==> config.mk <==
export PLATFORM = sky130hd
export DESIGN_NAME = axi_wr_burst_guard
export DESIGN_NICKNAME = d
export VERILOG_FILES = /design/src/rtl/axi_wr_burst_guard.sv
export SDC_FILE = /design/constraint.sdc
export NUM_CORES = 1
export LEC_CHECK = 0
export ABC_CLOCK_PERIOD_IN_PS = 3900
export CAP_MARGIN = 20
export CORE_AREA = 4 4 285 287
export DETAILED_ROUTE_END_ITERATION = 7
export DIE_AREA = 0 0 289 291
export PLACE_DENSITY_LB_ADDON = 0.05
export SLEW_MARGIN = 20
export SYNTH_ARGS = -nofsm -noshare
export SYNTH_HDL_FRONTEND = slang
export SYNTH_SLANG_ARGS = --single-unit
==> constraint.sdc <==
create_clock -name clk_i -period 3.9 [get_ports clk_i]
set_input_delay 0.585 -clock clk_i [delete_from_list [all_inputs] [get_ports clk_i]]
set_output_delay 0.585 -clock clk_i [all_outputs]
set_load 0.01 [all_outputs]
==> src/rtl/axi_wr_burst_guard.sv <==
// AXI write-burst guard between the cache master port and the interconnect.
// Ports: clk_i/rst_i; slv_req_i/slv_resp_o face the cache subsystem,
// mst_req_o/mst_resp_i face the interconnect; outstanding_o counts bursts
// in flight, idle_o flags empty tracking state, w_len_err_o is a sticky
// upstream w.last mismatch flag.

package ariane_axi;

   typedef struct packed {
      logic [3:0]  id;
      logic [63:0] addr;
      logic [7:0]  len;
      logic [2:0]  size;
      logic [1:0]  burst;
      logic        lock;
      logic [3:0]  cache;
      logic [2:0]  prot;
      logic [3:0]  qos;
      logic [3:0]  region;
      logic [5:0]  atop;
      logic        user;
   } aw_chan_t;

   typedef struct packed {
      logic [63:0] data;
      logic [7:0]  strb;
      logic        last;
      logic        user;
   } w_chan_t;

   typedef struct packed {
      logic [3:0] id;
      logic [1:0] resp;
      logic       user;
   } b_chan_t;

   typedef struct packed {
      logic [3:0]  id;
      logic [63:0] addr;
      logic [7:0]  len;
      logic [2:0]  size;
      logic [1:0]  burst;
      logic        lock;
      logic [3:0]  cache;
      logic [2:0]  prot;
      logic [3:0]  qos;
      logic [3:0]  region;
      logic        user;
   } ar_chan_t;

   typedef struct packed {
      logic [3:0]  id;
      logic [63:0] data;
      logic [1:0]  resp;
      logic        last;
      logic        user;
   } r_chan_t;

   typedef struct packed {
      aw_chan_t aw;
      logic     aw_valid;
      w_chan_t  w;
      logic     w_valid;
      logic     b_ready;
      ar_chan_t ar;
      logic     ar_valid;
      logic     r_ready;
   } req_t;

   typedef struct packed {
      logic    aw_ready;
      logic    ar_ready;
      logic    w_ready;
      logic    b_valid;
      b_chan_t b;
      logic    r_valid;
      r_chan_t r;
   } resp_t;

endpackage

module axi_wr_burst_guard #(
   parameter  int unsigned MaxOutstanding = 4,
   localparam int unsigned CntWidth       = $clog2(MaxOutstanding + 1)
) (
   input  logic                clk_i,
   input  logic                rst_i,
   input  ariane_axi::req_t    slv_req_i,
   output ariane_axi::resp_t   slv_resp_o,
   output ariane_axi::req_t    mst_req_o,
   input  ariane_axi::resp_t   mst_resp_i,
   output logic [CntWidth-1:0] outstanding_o,
   output logic                idle_o,
   output logic                w_len_err_o
);

   localparam int unsigned PtrWidth =
      (MaxOutstanding > 1) ? $clog2(MaxOutstanding) : 1;
   localparam logic [CntWidth-1:0] CntMax  = CntWidth'(MaxOutstanding);
   localparam logic [CntWidth-1:0] CntOne  = CntWidth'(1);
   localparam logic [PtrWidth-1:0] PtrLast = PtrWidth'(MaxOutstanding - 1);
   localparam logic [PtrWidth-1:0] PtrOne  = PtrWidth'(1);

   logic [CntWidth-1:0] cnt_q, cnt_d;
   logic [CntWidth-1:0] fill_q, fill_d;
   logic [PtrWidth-1:0] wr_ptr_q, rd_ptr_q;
   logic [7:0]          len_q [MaxOutstanding];
   logic [7:0]          beat_q;
   logic                err_q;

   logic full, fifo_empty, gen_last;
   logic aw_hs, w_hs, b_hs, pop;

   assign full       = (cnt_q == CntMax);
   assign fifo_empty = (fill_q == '0);
   assign gen_last   = (beat_q == len_q[rd_ptr_q]);

   // Everything passes through; only AW/W handshakes and w.last are touched.
   // W gating looks only at registered FIFO state, so aw_ready never
   // reaches w_valid combinationally.
   always_comb begin
      mst_req_o           = slv_req_i;
      slv_resp_o          = mst_resp_i;
      mst_req_o.aw_valid  = slv_req_i.aw_valid & ~full & ~rst_i;
      slv_resp_o.aw_ready = mst_resp_i.aw_ready & ~full & ~rst_i;
      mst_req_o.w_valid   = slv_req_i.w_valid & ~fifo_empty & ~rst_i;
      slv_resp_o.w_ready  = mst_resp_i.w_ready & ~fifo_empty & ~rst_i;
      mst_req_o.w.last    = gen_last;
   end

   assign aw_hs = mst_req_o.aw_valid & mst_resp_i.aw_ready;
   assign w_hs  = mst_req_o.w_valid & mst_resp_i.w_ready;
   assign b_hs  = mst_resp_i.b_valid & slv_req_i.b_ready;
   assign pop   = w_hs & gen_last;

   // A B with nothing outstanding is dropped so the count floors at zero.
   always_comb begin
      cnt_d = cnt_q;
      unique case ({aw_hs, b_hs & (cnt_q != '0)})
         2'b10:   cnt_d = cnt_q + CntOne;
         2'b01:   cnt_d = cnt_q - CntOne;
         default: cnt_d = cnt_q;
      endcase
   end

   always_comb begin
      fill_d = fill_q;
      unique case ({aw_hs, pop})
         2'b10:   fill_d = fill_q + CntOne;
         2'b01:   fill_d = fill_q - CntOne;
         default: fill_d = fill_q;
      endcase
   end

   always_ff @(posedge clk_i) begin
      if (rst_i) begin
         cnt_q    <= '0;
         fill_q   <= '0;
         wr_ptr_q <= '0;
         rd_ptr_q <= '0;
         beat_q   <= '0;
         err_q    <= 1'b0;
      end else begin
         cnt_q  <= cnt_d;
         fill_q <= fill_d;
         if (aw_hs) begin
            wr_ptr_q <= (wr_ptr_q == PtrLast) ? '0 : wr_ptr_q + PtrOne;
         end
         if (pop) begin
            rd_ptr_q <= (rd_ptr_q == PtrLast) ? '0 : rd_ptr_q + PtrOne;
         end
         if (w_hs) begin
            beat_q <= gen_last ? 8'd0 : beat_q + 8'd1;
            if (slv_req_i.w.last != gen_last) begin
               err_q <= 1'b1;
            end
         end
      end
   end

   // Len storage needs no reset: entries are only read while counted valid.
   always_ff @(posedge clk_i) begin
      if (aw_hs) begin
         len_q[wr_ptr_q] <= slv_req_i.aw.len;
      end
   end

   assign outstanding_o = cnt_q;
   assign idle_o        = (cnt_q == '0) & fifo_empty & (beat_q == 8'd0);
   assign w_len_err_o   = err_q;

endmodule
---- Yosys cells after proc, flatten, opt, wreduce, memory -nomap -nowiden ----
Memory sizes are Yosys's and may differ from the RTL's. A register that Yosys moved wholly into a read port is not among the register bits.
Cells that the tools add are included.
operators by class
  $add $sub $neg .......................... 7
  multipliers ............................. 0
  divide/modulo/power cells ............... 0
  order comparisons ....................... 0
  equal/unequal tests ..................... 9
  shift operators ......................... 0
  multiplexer cells ....................... 9
  bitwise operators ....................... 18
  reduce and logical (&&, ||, !) cells .... 7
operators by type and width
  operator                                                             number
  1-bit AND                                                            15
  3-bit case mux with 2 select lines                                   2
  8-bit by 1-bit adder with 8-bit output (second input constant)       1
  2-bit == test (second input constant)                                4
  8-bit == test                                                        1
  8-bit logical NOT                                                    1
  2-bit 2-to-1 mux                                                     4
  8-bit 2-to-1 mux                                                     1
  3-bit by 1-bit adder with 3-bit output (second input constant)       2
  3-bit logical NOT                                                    2
  3-bit by 1-bit subtractor with 3-bit output (second input constant)  2
  2-bit by 1-bit adder with 2-bit output (second input constant)       2
  2-bit by 1-bit == test with 1-bit output (second input constant)     2
  2-bit nonzero test                                                   2
  3-bit == test (second input constant)                                1
  1-bit inverter                                                       3
  3-bit nonzero test                                                   1
  1-bit 2-to-1 mux                                                     2
  2-bit AND reduction                                                  1
  1-bit inequality test                                                1
word-level totals
  bits in registers ....................... 19
  latch bits .............................. 0
  RAM bits ................................ 32
  ROM bits ................................ 0
  input port bits ......................... 367
  output and inout bits ................... 370
  word-level logic and storage cells ...... 57
  memories ................................ 1
memory list
  memory  depth  bits a word  read ports  clocked after Yosys merged registers in  wr ports  RTL line  text
  len_q   4      8            1           1                                        1         107       logic [7:0] len_q [MaxOutstanding];

---- Logic depth before layout (Yosys ltp) ----
  depth in word-level cells ............... 8
  gate-level depth with buffers ........... 11
  gate-level depth less buffers ........... 10

---- Least setup slack after synthesis ----
No wires, ideal clock.
  kind .................................... flip-flop to flip-flop
  from .................................... reg with a tool-made name
  to ...................................... reg fill_q[2]
  library setup time ...................... 0.071 ns
  arrival ................................. 2.866 ns
  required time ........................... 3.829 ns
  slack ................................... 0.963 ns
  cell stages (with the launch flop) ...... 12
  buffers on the path ..................... 1
  clock period less this slack ............ 2.937 ns
  path through ............................ dfxtp_1 > buf_6 > mux4_2 > xnor2_1 > nand4_1 > nor3_4 > ha_1 > inv_1 > fa_1 > xor2_1 > or3_1 > a21oi_1
RTL lines
  what                  RTL line  text
  to (signal assigned)  165       fill_q <= fill_d;
  to (decl)             105       logic [CntWidth-1:0] fill_q, fill_d;

==> run_results.csv <==
group,metric,value,unit
status,status,"finished clean",
logic_synthesis,avgSynthCellArea,9.375,um^2
pwr,ir_drop,0.1883,mV
clocking,cts_setup_buffers,0,
layout,post-route-util,5.397,%
logic_synthesis,synth_seq_cells,53,
drt,routed_wl,42.94,mm
logic_synthesis,synth_top_area_cell,"buf_4",
clocking,insertion_delay,310,ps
timing,skew,11.29,ps
global_routing,grt_pass1_wl,48.24,mm
timing,rsz0062_at_grt,"false",
hold_path,min_path_type,"reg -> reg",
place,place.gp.congestion,0.6315,
flow_run,drv_cap,0,
critical_path,crit_path_end_kind,"output port",
layout,stdcell_area,4243,um^2
drt,drcViolationCount,0,
logic_synthesis,synth.distinct_cells,35,
die,dieArea,84100,um^2
layout,area_growth,-16.81,%
global_routing,grt_max_degree,25,
global_routing,grt_pass1_vias,2486,
clocking,cts.htree.levels,2,
drt,vias_per_cell,1.781,
logic_synthesis,ys.flop_type,"edfxtp_1",
clocking,clock-sinks,53,
logic_synthesis,syn_area,5100,um^2
drt,vias,2266,
critical_path,required,3310,ps
die,chipHeight,291,um
critical_path,crit_arrival,3030,ps
logic_synthesis,yosys-top-cells-count,"361 x buf_4, 32 x edfxtp_1, 21 x dfxtp_1, 13 x nor2_1, 13 x nor3_1",
critical_path,slowest_delay,710,ps
place,placed_area,4049,um^2
place,io_buffers,36,
logic_synthesis,async_flop_share,0,%
critical_path,cp_cell_sequence,"mux4_2 > xnor2_1 > nand4_1 > nor2_1 > clkdlybuf4s50_1",
clocking,ctsHoldBuffers,0,
critical_path,start_kind,"flip-flop",
pwr,powerDensity,311.4,nW/um^2
place,hpwl,38.91,mm
logic_synthesis,yosysMostFrequentCell,"buf_4",
pwr,leakage,0.9992,nW
critical_path,critPathKind,"reg -> out",
drt,ant_nets,0,
layout,diodes,0,
logic_synthesis,synth.area.top_cells,"buf_4 53%, edfxtp_1 19%, dfxtp_1 8.2%",
critical_path,crit_fanout,8,
logic_synthesis,syn_inst,544,
die,start_util,6.487,%
timing,fin_crit,3613,ps
global_routing,track_usage,9.762,%
clocking,cts-root-buf,"clkbuf_16",
logic_synthesis,synth-edff-count,32,
die,rows,103,
timing,tightest_slew,634.7,ps
place,dp.cells,1264,
clocking,ctsLongestPathBuffers,2,
timing,post-route-period-util,92.65,%
timing,hold_violations,0,
drt,wl_per_cell,33.75,um
die,io_pins,737,
die,die_w,289,um
clocking,cts_buffers,5,
layout,stdcell_count,1272,
global_routing,antenna_found_initial,0,
drt,drt_iter0_markers,116,
timing,final_max_slew_viol_count,0,
global_routing,gr-total-overflow,0,
layout,fin_nets,599,
clocking,tritoncts,"built",
pwr,p_total,1.321,mW
logic_synthesis,synth_top_area_share,53.14,%
timing,setup_violations,0,
timing,worst_slack,286.7,ps
critical_path,slowest_stage,"dfxtp_1",
layout,drive_gt1_share,9.009,%
clocking,ctsResizeCount,0,
drt,dr.pass1.iters,4,
place,dp_slack,446.7,ps
logic_synthesis,syn-num-nets,922,
clocking,clk_pin_slew_worst_paths,80,ps
logic_synthesis,yosysWarningCount,0,
logic_synthesis,seq_area_frac_synth,27.09,%
timing,holdWs,499.1,ps
timing,max_slew_margin,57.69,%
die,fp.coreArea,78610,um^2
timing,max_freq,0.2768,GHz
timing,fin_tns_setup,0,ps
layer usage:
metal  vias up  global-route usage (%)  routed length, um
met2       426                   9.135              12070
met4         6                   4.978               2436
met1       946                   6.498               9867
met3       160                   19.97              18170
li1        728                       -                  -
met5         -                   3.372                391
state kept, by name, summed over array words and instances (netlist names), named ones only:
register	count
beat_q	8
outstanding_o	3
fill_q	3
rd_ptr_q	2
len_q	32
wr_ptr_q	2
w_len_err_o	1
layout by cell type, fill, tap and decap left out, types with 3 or more instances in the layout:
cell type	count
clkdlybuf4s50_1	36
edfxtp_1	32
dfxtp_1	21
nor3_1	13
nor2_1	13
xnor2_1	12
inv_1	12
ha_1	9
mux4_2	8
and2_1	8
xor2_1	7
nand2_1	5
clkbuf_16	5
nand4_1	4
or3_1	4
a21oi_1	4
mux2i_1	3
buf_4	3
critical path, delay by kind of cell (launching register included):
kind / cells / cell delay, ps
flops: 1 / 710
buf+inv: 1 / 660
mux: 1 / 620
simple gates: 2 / 560
xor+xnor: 1 / 160
path summary, 6_finish.rpt:
kind	from	endpoint	slack, ps	cells after the start
min	fill_q[2]	fill_q[2]	500	2
max reg2reg	flip-flop	fill_q[2]	560	10
max	flip-flop	mst_req_o[103]	290	5
min reg2reg	fill_q[2]	fill_q[2]	500	2
power by group:
group | switching, mW | internal, mW
clock | 0.244 | 0.371
combinational | 0.0516 | 0.0490
sequential | 0.00594 | 0.600
cell families after synthesis:
logic type / synth area share, %
fa+ha+maj: 2.993
flops: 27.09
simple gates: 6.502
xor+xnor: 3.263
compound gates: 1.055
mux: 4.342
buf+inv: 54.76
cell type report:
| class | instances | area, um^2 |
|---|---|---|
| fillers | 9299 | 74370 |
| flip-flops and latches | 53 | 1381 |
| well taps | 1050 | 1314 |
| multi-input cells | 110 | 925.9 |
| repair buffers | 39 | 382.9 |
| clock buffers | 5 | 125.1 |
| clock inverters | 3 | 68.82 |
| inverters | 12 | 45.04 |
(Power assumes the default switching activity.)
